File: config.mk
export PLATFORM = sky130hd
export DESIGN_NAME = sigmoid_feeder
export DESIGN_NICKNAME = d
export VERILOG_FILES = /design/src/rtl/sigmoid_feeder.sv
export SDC_FILE = /design/constraint.sdc
export NUM_CORES = 1
export LEC_CHECK = 0
export ABC_CLOCK_PERIOD_IN_PS = 5850
export CORE_MARGIN = 4
export CORE_UTILIZATION = 45
export DETAILED_ROUTE_END_ITERATION = 8
export PLACE_DENSITY_LB_ADDON = 0.15
export SYNTH_ARGS = -nofsm -noshare
export SYNTH_HDL_FRONTEND = slang
export SYNTH_SLANG_ARGS = --single-unit
File: constraint.sdc
create_clock -name clk -period 5.85 [get_ports clk]
set_input_delay 1.17 -clock clk [delete_from_list [all_inputs] [get_ports clk]]
set_output_delay 1.17 -clock clk [all_outputs]
set_load 0.03 [all_outputs]
File: src/rtl/sigmoid_feeder.sv
// sigmoid_feeder: sequencing front-end for the FP sigmoid approximation unit.
// Accepts one tagged pre-activation at a time from a valid/ready stream and
// holds it on sig_x until the unit produces a result. The result is returned
// on a valid/ready output stream together with the tag, the exceptions and a
// timeout flag. Repeated inputs are answered from a one-entry result cache,
// because the unit only restarts when its input changes. A timeout bounds
// every wait on the unit.
//
// Ports:
//   clk, rst_l          clock, asynchronous active-low reset
//   round_mode          rounding mode, passed straight through to sig_round_mode
//   s_valid/s_ready     input handshake; s_data = x, s_tag = sideband tag
//   m_valid/m_ready     output handshake; m_data = sigmoid(x), m_tag,
//                       m_exceptions {invalid, infinite, overflow, underflow,
//                       inexact}, m_timeout
//   sig_x, sig_round_mode   drive the sigmoid unit
//   sig_out, sig_exceptions, sig_valid   sigmoid unit result
//   busy                operation in progress (state not IDLE)
//   timeout_count       saturating count of timeouts since reset
module sigmoid_feeder #(
  parameter int EXP_WIDTH      = 8,
  parameter int MANT_WIDTH     = 24,
  parameter int TAG_W          = 4,
  parameter int GUARD_CYCLES   = 2,
  parameter int TIMEOUT_CYCLES = 64,
  localparam int W             = EXP_WIDTH + MANT_WIDTH
) (
  input  logic             clk,
  input  logic             rst_l,
  input  logic [2:0]       round_mode,
  input  logic             s_valid,
  output logic             s_ready,
  input  logic [W-1:0]     s_data,
  input  logic [TAG_W-1:0] s_tag,
  output logic             m_valid,
  input  logic             m_ready,
  output logic [W-1:0]     m_data,
  output logic [TAG_W-1:0] m_tag,
  output logic [4:0]       m_exceptions,
  output logic             m_timeout,
  output logic [W-1:0]     sig_x,
  output logic [2:0]       sig_round_mode,
  input  logic [W-1:0]     sig_out,
  input  logic [4:0]       sig_exceptions,
  input  logic             sig_valid,
  output logic             busy,
  output logic [7:0]       timeout_count
);

  typedef enum logic [1:0] {
    ST_IDLE,
    ST_WAIT,
    ST_OUT
  } state_t;

  localparam logic [EXP_WIDTH-1:0] EXP_HALF = EXP_WIDTH'((1 << (EXP_WIDTH - 1)) - 2);
  // 0.5 = sigmoid(+0); matches the unit's own reset state.
  localparam logic [W-1:0] HALF_VAL = {1'b0, EXP_HALF, {(MANT_WIDTH-1){1'b0}}};
  localparam logic [W-1:0] QNAN_VAL = {1'b0, {EXP_WIDTH{1'b1}}, 1'b1, {(MANT_WIDTH-2){1'b0}}};
  localparam logic [3:0]   GUARD_INIT = 4'(GUARD_CYCLES);
  localparam logic [9:0]   TIMER_LAST = 10'(TIMEOUT_CYCLES - 1);

  state_t             state_q, state_d;
  logic [W-1:0]       sig_x_q, sig_x_d;
  logic [W-1:0]       m_data_q, m_data_d;
  logic [TAG_W-1:0]   m_tag_q, m_tag_d;
  logic [4:0]         m_exc_q, m_exc_d;
  logic               m_timeout_q, m_timeout_d;
  logic [3:0]         guard_q, guard_d;
  logic [9:0]         timer_q, timer_d;
  logic [W-1:0]       cache_x_q, cache_x_d;
  logic [W-1:0]       cache_y_q, cache_y_d;
  logic [4:0]         cache_exc_q, cache_exc_d;
  logic               cache_ok_q, cache_ok_d;
  logic [7:0]         tcount_q, tcount_d;

  always_ff @(posedge clk or negedge rst_l) begin
    if (!rst_l) begin
      state_q     <= ST_IDLE;
      sig_x_q     <= '0;
      m_data_q    <= '0;
      m_tag_q     <= '0;
      m_exc_q     <= '0;
      m_timeout_q <= 1'b0;
      guard_q     <= '0;
      timer_q     <= '0;
      cache_x_q   <= '0;
      cache_y_q   <= HALF_VAL;
      cache_exc_q <= '0;
      cache_ok_q  <= 1'b1;
      tcount_q    <= '0;
    end else begin
      state_q     <= state_d;
      sig_x_q     <= sig_x_d;
      m_data_q    <= m_data_d;
      m_tag_q     <= m_tag_d;
      m_exc_q     <= m_exc_d;
      m_timeout_q <= m_timeout_d;
      guard_q     <= guard_d;
      timer_q     <= timer_d;
      cache_x_q   <= cache_x_d;
      cache_y_q   <= cache_y_d;
      cache_exc_q <= cache_exc_d;
      cache_ok_q  <= cache_ok_d;
      tcount_q    <= tcount_d;
    end
  end

  always_comb begin
    state_d     = state_q;
    sig_x_d     = sig_x_q;
    m_data_d    = m_data_q;
    m_tag_d     = m_tag_q;
    m_exc_d     = m_exc_q;
    m_timeout_d = m_timeout_q;
    guard_d     = guard_q;
    timer_d     = timer_q;
    cache_x_d   = cache_x_q;
    cache_y_d   = cache_y_q;
    cache_exc_d = cache_exc_q;
    cache_ok_d  = cache_ok_q;
    tcount_d    = tcount_q;

    case (state_q)
      ST_IDLE: begin
        if (s_valid && s_ready) begin
          m_tag_d = s_tag;
          if (cache_ok_q && (s_data == cache_x_q)) begin
            m_data_d    = cache_y_q;
            m_exc_d     = cache_exc_q;
            m_timeout_d = 1'b0;
            state_d     = ST_OUT;
          end else begin
            sig_x_d = s_data;
            guard_d = GUARD_INIT;
            timer_d = '0;
            state_d = ST_WAIT;
          end
        end
      end

      ST_WAIT: begin
        guard_d = (guard_q == '0) ? '0 : guard_q - 4'd1;
        timer_d = timer_q + 10'd1;
        // The guard window masks the stale out_valid left over from the
        // previous operation; capture takes priority over the timeout.
        if ((guard_q == '0) && sig_valid) begin
          m_data_d    = sig_out;
          m_exc_d     = sig_exceptions;
          m_timeout_d = 1'b0;
          cache_x_d   = sig_x_q;
          cache_y_d   = sig_out;
          cache_exc_d = sig_exceptions;
          cache_ok_d  = 1'b1;
          state_d     = ST_OUT;
        end else if (timer_q == TIMER_LAST) begin
          m_data_d    = QNAN_VAL;
          m_exc_d     = 5'b10000;
          m_timeout_d = 1'b1;
          // The unit may still be mid-computation for sig_x, so a later
          // identical input must relaunch rather than hit.
          cache_ok_d  = 1'b0;
          if (tcount_q != 8'hFF) tcount_d = tcount_q + 8'd1;
          state_d     = ST_OUT;
        end
      end

      ST_OUT: begin
        if (m_ready) state_d = ST_IDLE;
      end

      default: state_d = ST_IDLE;
    endcase
  end

  assign s_ready        = (state_q == ST_IDLE);
  assign m_valid        = (state_q == ST_OUT);
  assign busy           = (state_q != ST_IDLE);
  assign m_data         = m_data_q;
  assign m_tag          = m_tag_q;
  assign m_exceptions   = m_exc_q;
  assign m_timeout      = m_timeout_q;
  assign sig_x          = sig_x_q;
  assign sig_round_mode = round_mode;
  assign timeout_count  = tcount_q;

endmodule

* Word-level counts from Yosys, hierarchy flattened
Cells that the tools add are included.
** Word-level totals
- Input bits :: 81
- Bits in registers :: 168
** Cells by class
- Reduce and logical (&&, ||, !) cells :: 16
- Mux-type cells :: 30
- Equality and inequality tests :: 10
- Bitwise operators :: 2
- $add $sub $neg :: 3
** Operator list (number)
- $mux W32 :: 4
- $pmux W32 S2 :: 1
- $eq A32 B32 Y1 :: 1
- $mux W10 :: 2
- $mux W5 :: 4
- $pmux W10 S2 :: 1
- $mux W4 :: 3
- $add A10 B1 Y10 const B :: 1
- $eq A10 B6 Y1 const B :: 1
- $mux W2 :: 5
- $pmux W5 S2 :: 1
- $reduce_and A3 Y1 :: 3
- $add A8 B1 Y8 const B :: 1
- $ne A8 B8 Y1 const B :: 1
- $pmux W4 S2 :: 1
- $reduce_and A4 Y1 :: 2
- $mux W1 :: 6
- $ne A2 B1 Y1 const B :: 3
- $pmux W2 S3 :: 1
- $reduce_and A2 Y1 :: 3
- $reduce_bool A2 Y1 :: 3
- $logic_not A4 Y1 :: 1
- $sub A4 B1 Y4 const B :: 1
- $logic_and A1 B1 Y1 :: 3
- other kinds (7) :: 8

* Logic depth before layout (Yosys ltp)
- Word-level depth :: 5
- Mapped depth :: 9
- Gate-level depth less buffers :: 7

* Worst setup path before layout
OpenSTA, ideal clock, no wires.
- Path type :: input to register
- Start point :: input port s_data[24]
- End point :: register m_data_q[23], in the netlist m_data[23]
- Arrival :: 2.666 ns
- Slack :: 3.056 ns
- Stages :: 8
- Library setup time :: 0.127 ns
- Cells stage by stage :: xnor2_1 > nand4_1 > nor4_2 > nand3_2 > a21oi_2 > buf_6 > buf_6 > mux2_1
** Between the ends
- Cells in the longest elaborated chain, start to end :: 4
** Ends and longest elaborated chain
- start, declared :: line 33 : input logic [W-1:0] s_data,
- $eq A32 B32 Y1 :: line 128 : if (cache_ok_q && (s_data == cache_x_q)) begin
- $logic_and A1 B1 Y1 :: line 128
- $ne A2 B1 Y1 (no line)
- $reduce_and A4 Y1 (no line)
- end signal, assigned :: line 95 : m_data_q <= m_data_d;
- end, declared :: line 65 : logic [W-1:0] m_data_q, m_data_d;
No other way between the ends.
A chain may end at the register's enable or synchronous reset.

* Final worst setup path
- Start point :: input port s_data[8]
- End point :: register m_data_q[31], in the netlist m_data[31]
Same word-level chain as after synthesis.

==> impl_results.md <==
- Outcome: complete, no violations
- Ant. Diodes: 0
- Wirelength, routed: between 15 and 20 mm
- Initial Util: 46.3%
- Shortest period the worst path allows: between 3000 and 4000 ps
- Synth Instances: slightly above 700
- CP max FO: 21
- Max-slew violation count: 0
- Commonest non-fill, non-tap cell in the layout: nand2_1
- Final setup viols: 0
- Row cnt: 46
- Hold Path Class: register to register
- Syn Area/Cell: 10.5 sq um
- Max frequency: 269 MHz
- Hold slack final: around 460 ps
- Final ANT Viol Nets: 0
- Register area share after synthesis: 56.7%
- Hold_buf cts: 0
- Main synth FF type: dfrtp_1
- Synthesis-to-finish area growth: 32.4%
- Root buf cell: clkbuf_16
- Core area: 0.0161 sq mm
- First-pass GRT wire length: 28.5 mm
- Register area: 0.00421 sq mm
- Post-Syn Area: about 0.0074 sq mm
- Net Switching: 0.00203 W
- Post-cts resize count: 0
- Post-synth EDFFs: 0
- Type of the worst setup path: input pin to register
- Largest net degree at the start of global routing: between 100 and 150
- Worst rel slew slack: 21.1%
- Post-CTS setup buffers: 0
- CTS tree: built
- Synth Warn #: 0
- TritonCTS Sinks: about 170
- Layout fillers: 1,293
- Grt ovf: 0
- Iteration-0 DRC Markers: 294
- Peak supply drop: 0.277 mV
- Vias per Instance: 5.10
- Share of cells above drive strength 1: 14.4%
- Die area: 0.0186 sq mm
- Clock share of power: between 20% and 30%
- Fin crit share: 63.5%
- Reg power frac: a little over a third
- TritonRoute pass-1 iters: 5
- CTS clk-pin slew, worst paths: about 60 ps
- Worst-case clock buffer depth: 2
- Distinct cell type count after synthesis: between 40 and 50
- Total global-route track usage: 19.5%
- DR WL/cell: between 15 and 20 um
- Vias in the first global route: approximately 5.7k
- CTS Buf Count: 17
- Post-synthesis async set-or-reset flop share: between 90% and 100%
- Placed cell area: 0.00920 sq mm
- Post-Layout Inst Area: 0.00984 sq mm
- Max-cap violations: 0
- Slew of the pin with the lowest slew margin: 1180 ps
- PD cells: between 500 and 600 mW/mm^2
- Worst setup SP type: input pin
- Clk_skew: 9.43 ps
- CP Capture Type: register
- CP Data Required Time: 6150 ps
- Int Pwr: approximately 0.0034 W
- GP Congestion: around 0.8
- TNS Setup: 0 ps
- LEAKAGE: 4.48 nW
- DRC: 0
- IO Count: 169
- Finished Core Util: 61.3%
- CP arrival: 4020 ps
- Synthesized Nets: 791
- Total number of vias: 5,540
- Initial antenna violation count: 0
- Die Y: 136 um
- RSZ-0062 raised after global routing: no
- H-Tree Depth: 4
- Logic pwr share: 42.2%
- Most frequent cells in the layout: 250 x nand2_1, 161 x dfrtp_1, 161 x clkdlybuf4s50_1
- IO Port Bufs: 162
- Die W: 136 um
- Yosys reg bits: between 150 and 200
- Multi-input gate area: 0.00301 sq mm
- Final hold viol count: 0
- Switching Share: 37.3%
- Detail Placement HPWL: roughly 12 mm
- Clk_lat worst skew: 420 ps
- Nets@finish: 941
[cell type report]
class	instances	area share (%)
inverters	8	0.305
repair buffers	169	17.0
well taps	216	2.75
flip-flops and latches	168	42.8
clock inverters	10	1.68
multi-input cells	494	30.6
clock buffers	22	4.82
[cells by family after synthesis]
logic type	Yosys count	share of synthesized area (%)
XOR/XNOR	41	4.83
AND/OR/NAND/NOR	327	19.0
adder cells (fa/ha/maj)	2	0.337
buffers and inverters	46	3.08
flip-flops	168	56.7
multiplexers	77	11.6
AO/OA/AOI/OAI	47	4.41
[worst paths after layout]
| check | from | end | slack, ps | cells past startpoint |
|---|---|---|---|---|
| max | s_data[8] | m_data[31]$_DFFE_PN0P_ | 2140 | 8 |
| min | cache_y_q[26]$_DFFE_PN1P_ | cache_y_q[26]$_DFFE_PN1P_ | 460 | 2 |
| max reg2reg | guard_q[1]$_DFFE_PN0P_ | cache_exc_q[2]$_DFFE_PN0P_ | 2690 | 6 |
| min reg2reg | cache_y_q[26]$_DFFE_PN1P_ | cache_y_q[26]$_DFFE_PN1P_ | 460 | 2 |
| max in group asynchronous | rst_l | cache_y_q[23]$_DFFE_PN0P_ | 3710 | 2 |
| min in group asynchronous | rst_l | timeout_count[6]$_DFFE_PN0P_ | 930 | 1 |
[metal layers]
| layer | GRT usage, % | part of all wire, % |
|---|---|---|
| met1 | 25.2 | 44 |
| met2 | 32.2 | 48 |
| met3 | 4.89 | 6.5 |
| met4 | 6.33 | 1.4 |
| met5 | 0 | 0 |
[power by group through the flow]
stage                     Clock, W  Sequential (W)  Combinational, W
after floorplan                  0         0.00236           0.00107
after global placement           0         0.00195           0.00227
after detailed placement         0         0.00196           0.00232
after CTS                  0.00122         0.00195           0.00233
after global routing       0.00128         0.00202           0.00249
final                      0.00120         0.00195           0.00229
[cell usage after synthesis, types with 2 or more instances]
master	number	area, sq um
clkbuf_1	17	63.8
mux2i_1	3	30.0
mux2_2	65	732
xor2_1	8	70.1
buf_4	7	52.6
nor4_1	2	12.5
nor2_1	16	60.1
nor3b_1	4	30.0
buf_6	2	22.5
o21ai_0	15	75.1
dfstp_2	7	184
nand4_1	10	62.6
xnor2_1	33	289
o211ai_1	2	15.0
inv_1	8	30.0
nor3_1	5	25.0
ha_1	2	25.0
buf_2	12	60.1
or3_1	2	12.5
mux2_1	9	101
and3_1	2	12.5
a22o_1	18	158
dfrtp_1	161	4030
a21oi_1	5	25.0
nor4_2	2	25.0
nand3_1	22	110
a31oi_1	2	12.5
nand2_1	252	946
[registers in the layout (all words and copies together), names as in the netlist]
signal         cells
timer_q           10
sig_x             32
state_q            2
m_tag              4
cache_ok_q         1
cache_exc_q        5
timeout_count      8
cache_y_q         32
cache_x_q         32
m_data            32
m_timeout          1
guard_q            4
m_exceptions       5
[stage by stage]
| stage | setup slack (ps) | instances | total power [W] |
|---|---|---|---|
| floorplan | 3060 | 708 | 0.00343 |
| global placement | 1650 | 1055 | 0.00422 |
| finish | 2140 | 1087 | 0.00544 |
| global route | 1990 | 1087 | 0.00579 |
| CTS | 2060 | 1087 | 0.00550 |
| detailed placement | 1610 | 1055 | 0.00428 |
[critical path, stage by stage]
cell and delay, ps:
clkdlybuf4s50_1 440, xor2_1 150, nor4_1 400, and3_1 240
nand3_2 210, a21oi_4 610, buf_4 400, mux2_2 380
Power figures use the tool's default switching activity.
